[src/rtl/step_sequencer.sv]
// rtl/step_sequencer.sv - emits a fixed number of step pulses, one per external timer expiry
// Re-arms the external cycle timer with a one-cycle clear after every expiry.
module step_sequencer #(
   parameter int STEP_W = 4
) (
   input  logic              clk_i,
   input  logic              rst_i,
   input  logic              start_i,
   input  logic [STEP_W-1:0] num_steps_i,
   input  logic              abort_i,
   input  logic              timer_done_i,
   output logic              clr_timer_o,
   output logic              step_pulse_o,
   output logic [STEP_W-1:0] step_count_o,
   output logic              busy_o,
   output logic              done_o
);

   typedef enum logic [1:0] {
      IDLE = 2'd0,
      ARM  = 2'd1,
      WAIT = 2'd2,
      DONE = 2'd3
   } state_t;

   state_t            state_q, state_d;
   logic              step_pulse_q, step_pulse_d;
   logic [STEP_W-1:0] step_count_q, step_count_d;
   logic [STEP_W-1:0] target_q, target_d;
   logic [STEP_W-1:0] count_inc;

   // target never exceeds 2**STEP_W-1, so the increment cannot wrap
   assign count_inc = step_count_q + {{(STEP_W-1){1'b0}}, 1'b1};

   always_ff @(posedge clk_i) begin
      if (rst_i) begin
         state_q      <= IDLE;
         step_pulse_q <= 1'b0;
         step_count_q <= '0;
         target_q     <= '0;
      end else begin
         state_q      <= state_d;
         step_pulse_q <= step_pulse_d;
         step_count_q <= step_count_d;
         target_q     <= target_d;
      end
   end

   always_comb begin
      state_d      = state_q;
      step_pulse_d = 1'b0;
      step_count_d = step_count_q;
      target_d     = target_q;
      case (state_q)
         IDLE: begin
            if (start_i) begin
               step_count_d = '0;
               if (num_steps_i != '0) begin
                  target_d = num_steps_i;
                  state_d  = ARM;
               end else begin
                  state_d  = DONE;
               end
            end
         end
         ARM:  state_d = WAIT;
         WAIT: begin
            if (timer_done_i) begin
               step_pulse_d = 1'b1;
               step_count_d = count_inc;
               state_d      = (count_inc == target_q) ? DONE : ARM;
            end
         end
         DONE: state_d = IDLE;
         default: state_d = IDLE;
      endcase
      // abort wins over a coincident expiry: no pulse, count frozen
      if (abort_i && (state_q != IDLE)) begin
         state_d      = IDLE;
         step_pulse_d = 1'b0;
         step_count_d = step_count_q;
      end
   end

   assign clr_timer_o  = (state_q != WAIT);
   assign busy_o       = (state_q != IDLE);
   assign done_o       = (state_q == DONE);
   assign step_pulse_o = step_pulse_q;
   assign step_count_o = step_count_q;

endmodule

[config.mk]
export PLATFORM = sky130hd
export DESIGN_NAME = step_sequencer
export DESIGN_NICKNAME = d
export VERILOG_FILES = /design/src/rtl/step_sequencer.sv
export SDC_FILE = /design/constraint.sdc
export NUM_CORES = 1
export LEC_CHECK = 0
export BUFFER_PORTS_ARGS = -buffer_cell sky130_fd_sc_hd__buf_2
export CAP_MARGIN = 40
export CORE_AREA = 2 2 39 41
export CTS_CLUSTER_SIZE = 28
export DETAILED_ROUTE_END_ITERATION = 8
export DIE_AREA = 0 0 41 43
export PLACE_DENSITY = 0.74
export RECOVER_POWER = 25
export SYNTH_ARGS = -nofsm -noshare
export SYNTH_HDL_FRONTEND = slang
export SYNTH_SLANG_ARGS = --single-unit
[constraint.sdc]
create_clock -name clk_i -period 3.95 [get_ports clk_i]
set_input_delay 0.79 -clock clk_i [delete_from_list [all_inputs] [get_ports clk_i]]
set_output_delay 0.79 -clock clk_i [all_outputs]
set_load 0.03 [all_outputs]
=== Yosys cells after proc, flatten, opt, wreduce, memory -nomap -nowiden ===
Cells that the tools add are included.

* Eq/ne operators: 7
* Reductions and logical operators: 10
* Bitwise gates (word level): 2
* Add/sub/neg operators: 1
* Multiplexer cells: 9

{| class="wikitable"
|+ Operators by type and width
! operator !! number
|-
| $mux 2 || 4
|-
| $mux 4 || 2
|-
| $pmux 2 s4 || 1
|-
| $pmux 4 s2 || 1
|-
| $ne 2x2->1 const B || 3
|-
| $add 4x1->4 const B || 1
|-
| $eq 2x2->1 const B || 2
|-
| $eq 4x4->1 || 1
|-
| $reduce_and 4->1 || 1
|-
| $reduce_bool 2->1 || 2
|-
| $reduce_bool 4->1 || 1
|-
| $reduce_and 3->1 || 1
|-
| $reduce_or 3->1 || 1
|-
| $eq 2x1->1 const B || 1
|-
| $logic_not 2->1 || 1
|-
| $not 1->1 || 2
|-
| $reduce_and 2->1 || 1
|-
| $reduce_or 2->1 || 1
|-
| $logic_and 1x1->1 || 1
|-
| $mux 1 || 1
|}

* Output and inout bits: 8
* Register bits: 11
* Bits of input ports: 9
* Word-level logic and storage cells: 33

=== Depth between registers and ports, before layout ===
* Depth in word-level cells: 5
* Depth in mapped cells: 5

=== Least setup slack after synthesis ===
No wires, ideal clock.

* Path type: input port to flip-flop
* From: in num_steps_i[3]
* To: reg state_q[1]
* Arrival: 1.854 ns
* Path buffers: 0
* Stages on the path: 4
* Setup slack: 1.984 ns
* Required time: 3.838 ns
* Cells stage by stage: or4_4 o221ai_1 a31oi_1 a2111oi_1

* Word-level cells in the longest chain between the ends: 4

{| class="wikitable"
|+ RTL lines
! item !! RTL line !! RTL
|-
| start, declared || 9 || <nowiki>input logic [STEP_W-1:0] num_steps_i,</nowiki>
|-
| $reduce_bool 4->1 || 58 || <nowiki>if (num_steps_i != '0) begin</nowiki>
|-
| $mux 2 || 58 ||
|-
| $mux 2 || 56 || <nowiki>if (start_i) begin</nowiki>
|-
| $pmux 2 s4 || 54 || <nowiki>case (state_q)</nowiki>
|-
| end signal, assigned || 42 || <nowiki>state_q <= state_d;</nowiki>
|-
| end, declared || 26 || <nowiki>state_t state_q, state_d;</nowiki>
|}

Every way passes these cells. The select of a mux whose other input is x is not followed.
A chain may end at the register's enable or synchronous reset.

=== Worst setup path in the final report ===
* From: in abort_i
* To: reg step_count_q[2] (netlist: step_count_o[2])

* Word-level cells in the longest chain between the ends: 3

{| class="wikitable"
|+ RTL lines
! item !! RTL line !! RTL
|-
| start, declared || 10 || <nowiki>input logic abort_i,</nowiki>
|-
| $logic_and 1x1->1 || 78 || <nowiki>if (abort_i && (state_q != IDLE)) begin</nowiki>
|-
| $not 1->1 (no line) || n/a ||
|-
| $reduce_and 4->1 (no line) || n/a ||
|-
| end signal, assigned || 44 || <nowiki>step_count_q <= step_count_d;</nowiki>
|-
| end, declared || 28 || <nowiki>logic [STEP_W-1:0] step_count_q, step_count_d;</nowiki>
|}

Every way passes these cells.

==> metrics.yaml <==
outcome: "finished, final reports clean"
ios: 17
antenna_found_initial: 0
grt_overflow: 0
critPathMaxFanout: 6
insertion_delay_ns: 0.27
holdBufCountCts: 0
regToRegSetupSlack_ns: 2.12
grt_use_total: 0.169
syn_avg_cell_area_um2: 9.46
postRouteAntennaNets: 0
syn_inst: 61
synth_area_leader_cell: "dfxtp_1"
setup_viol: 0
syn_nets: 71
drtIter0Drc: 9
min_from: "step_count_o[3]$_SDFFE_PP0P_"
r2r_end: "step_count_o[2]$_SDFFE_PP0P_"
synth-seq-cells: 11
die_w_um: 41
min_to: "step_count_o[3]$_SDFFE_PP0P_"
rsz0062_at_grt: "no"
wl_per_cell_um: 12.4
clock-sinks: 11
cp.arrival_ns: 2.21
ir_worst_vdd_mv: 0.163
max_freq_mhz: 499
nNetsFinal: 91
vias_per_cell: 5.33
syn_area_um2: 577
drv_cap: 0
tritoncts: "built"
relSlewSlack: 0.764
dieArea_mm2: 0.00176
clk_pin_slew_worst_paths_ns: 0.07
fin_skew_ns: 0.000550
start_util: 0.417
r2r_start: "state_q[1]$_SDFFE_PP0P_"
portBuffers: 16
grt_first_pass_wirelength_mm: 2.04
area_growth_pct: 16.9
cts_max_level: 1
tns_ns: 0
required_ns: 4.15
wl_mm: 1.20
ys_warn_count: 0
row_count: 14
vias: 512
critPathKind: "input pin to register"
finalCoreUtilization: 0.487
crit_path_end_kind: "register"
dr.pass1.iters: 4
nFillCells: 144
drv_slew: 0
gp_congestion: 0.748
grt_pass1_vias: 461
tightest_slew_ns: 0.354
dpl.hpwl_um: 851
final.min_clock_period_ns: 2.00
yosysUniqueCellTypes: 28
core_mm2: 0.00138
diodes: 0
grt_max_degree: 12
netlist_top_cells_area: "dfxtp_1, nor2_1, xnor2_1, a22oi_1, nand4bb_4"
cp-start-kind: "input pin"
ctsResizeCount: 0
holdPathStages: 2
ys_seq_area_frac: 0.382
die_height_um: 43
ff2ff_path_depth: 4
drc_errors: 0
clockRootBuffer: "clkbuf_4"
hold_class: "register to register"
yosysTopAreaCellShare: 0.382
fin_crit_sh: 0.507
finalHoldViolCount: 0
cts_buffer_depth: 2
drive_gt1_frac: 0.263
numCtsBuffers: 3
p_per_area_mw_per_mm2: 344
post_cts_buffers: 0
cellLeakagePower_nw: 0.285
==> metal layers <==
metal	share of wire	vias up	global-route usage	routed length (um)
met5	0	-	0	0
met4	0.016	0	0.0800	19
met3	0.057	4	0.0471	68
met2	0.46	14	0.241	550
met1	0.47	232	0.228	557
li1	-	262	-	-
==> report_power, final <==
group / leakage (nW) / switching [W] / internal [W]
combinational: 0.180 / 0.0000189 / 0.0000150
clock: 0.0150 / 0.0000395 / 0.0000391
sequential: 0.0896 / 0.00000467 / 0.000115
total: 0.285 / 0.0000631 / 0.000169
==> cells in the mapped netlist <==
cell and instances:
a2111oi_1 1, a21oi_1 4, a22oi_1 4, a31oi_1 2, and2_1 1, clkbuf_1 1
dfxtp_1 11, ha_1 1, inv_1 1, nand2_1 1, nand2b_1 3, nand3_1 1
nand4bb_4 1, nor2_1 10, nor2b_1 1, nor2b_4 1, nor3_1 1, nor3b_4 1
nor4b_1 1, o211ai_1 1, o21ai_0 2, o221ai_1 1, or2_2 1, or3_1 1
or4_4 1, or4b_1 1, xnor2_1 4, xor2_1 2
==> cell usage in the layout (no fill, tap or decap), types with 2 or more instances in the layout <==
cell      count
xor2_1        2
buf_2        15
nor2b_1       2
nand2b_1      3
xnor2_1       4
a21oi_1       4
nor2_1       10
clkbuf_4      3
o21ai_0       2
a31oi_1       2
dfxtp_1      11
a22oi_1       4
clkbuf_1      2
==> state kept, by name, summed over array words and instances, names as in the netlist <==
signal / count
step_count_o: 4
target_q: 4
state_q: 2
step_pulse_o: 1
==> worst max-delay path by stage <==
stage | from | depth (start not counted) | end
after floorplan | num_steps_i[3] | 4 | state_q[1]$_SDFFE_PP0P_
after global placement | num_steps_i[3] | 5 | state_q[1]$_SDFFE_PP0P_
after detailed placement | num_steps_i[3] | 5 | state_q[1]$_SDFFE_PP0P_
after CTS | state_q[0]$_SDFFE_PP0P_ | 2 | clr_timer_o
after global routing | abort_i | 5 | step_count_o[2]$_SDFFE_PP0P_
final | abort_i | 5 | step_count_o[2]$_SDFFE_PP0P_
==> critical path: stages <==
cell	delay (ns)
clkbuf_1	0.10
nand4bb_1	0.36
nor2b_1	0.29
or4b_1	0.51
a21oi_1	0.16
==> stage by stage <==
stage	std cells	area, um^2	hold WS, ns	total power [W]	setup WS (ns)
6_report	96	674	0.515	0.000232	1.95
5_1_grt	96	674	0.546	0.000244	1.88
4_1_cts	96	699	0.516	0.000237	1.95
3_5_place_dp	92	673	0.506	0.000159	1.80
3_3_place_gp	92	673	0.508	0.000158	1.84
2_1_floorplan	61	577	0.485	0.000148	1.98
==> logic make-up (layout without fill, tap and decap cells) <==
logic type,count (synthesis),count (layout),share of synthesized area
AND/OR/NAND/NOR,26,26,0.321
AO/OA/AOI/OAI,15,15,0.171
flip-flops,11,11,0.382
XOR/XNOR,6,6,0.0911
buffers and inverters,2,21,0.0130
adder cells (fa/ha/maj),1,1,0.0217
==> final cells by class <==
cell class	count	area, um^2	share of cell area
timing repair buffer	16	78.8	0.117
sequential	11	220	0.327
multi-input combinational	48	325	0.482
inverter	1	3.75	0.00557
tap	16	20.0	0.0297
clock buffer	4	26.3	0.0390
Note: power is estimated with default switching activity, not from simulation.
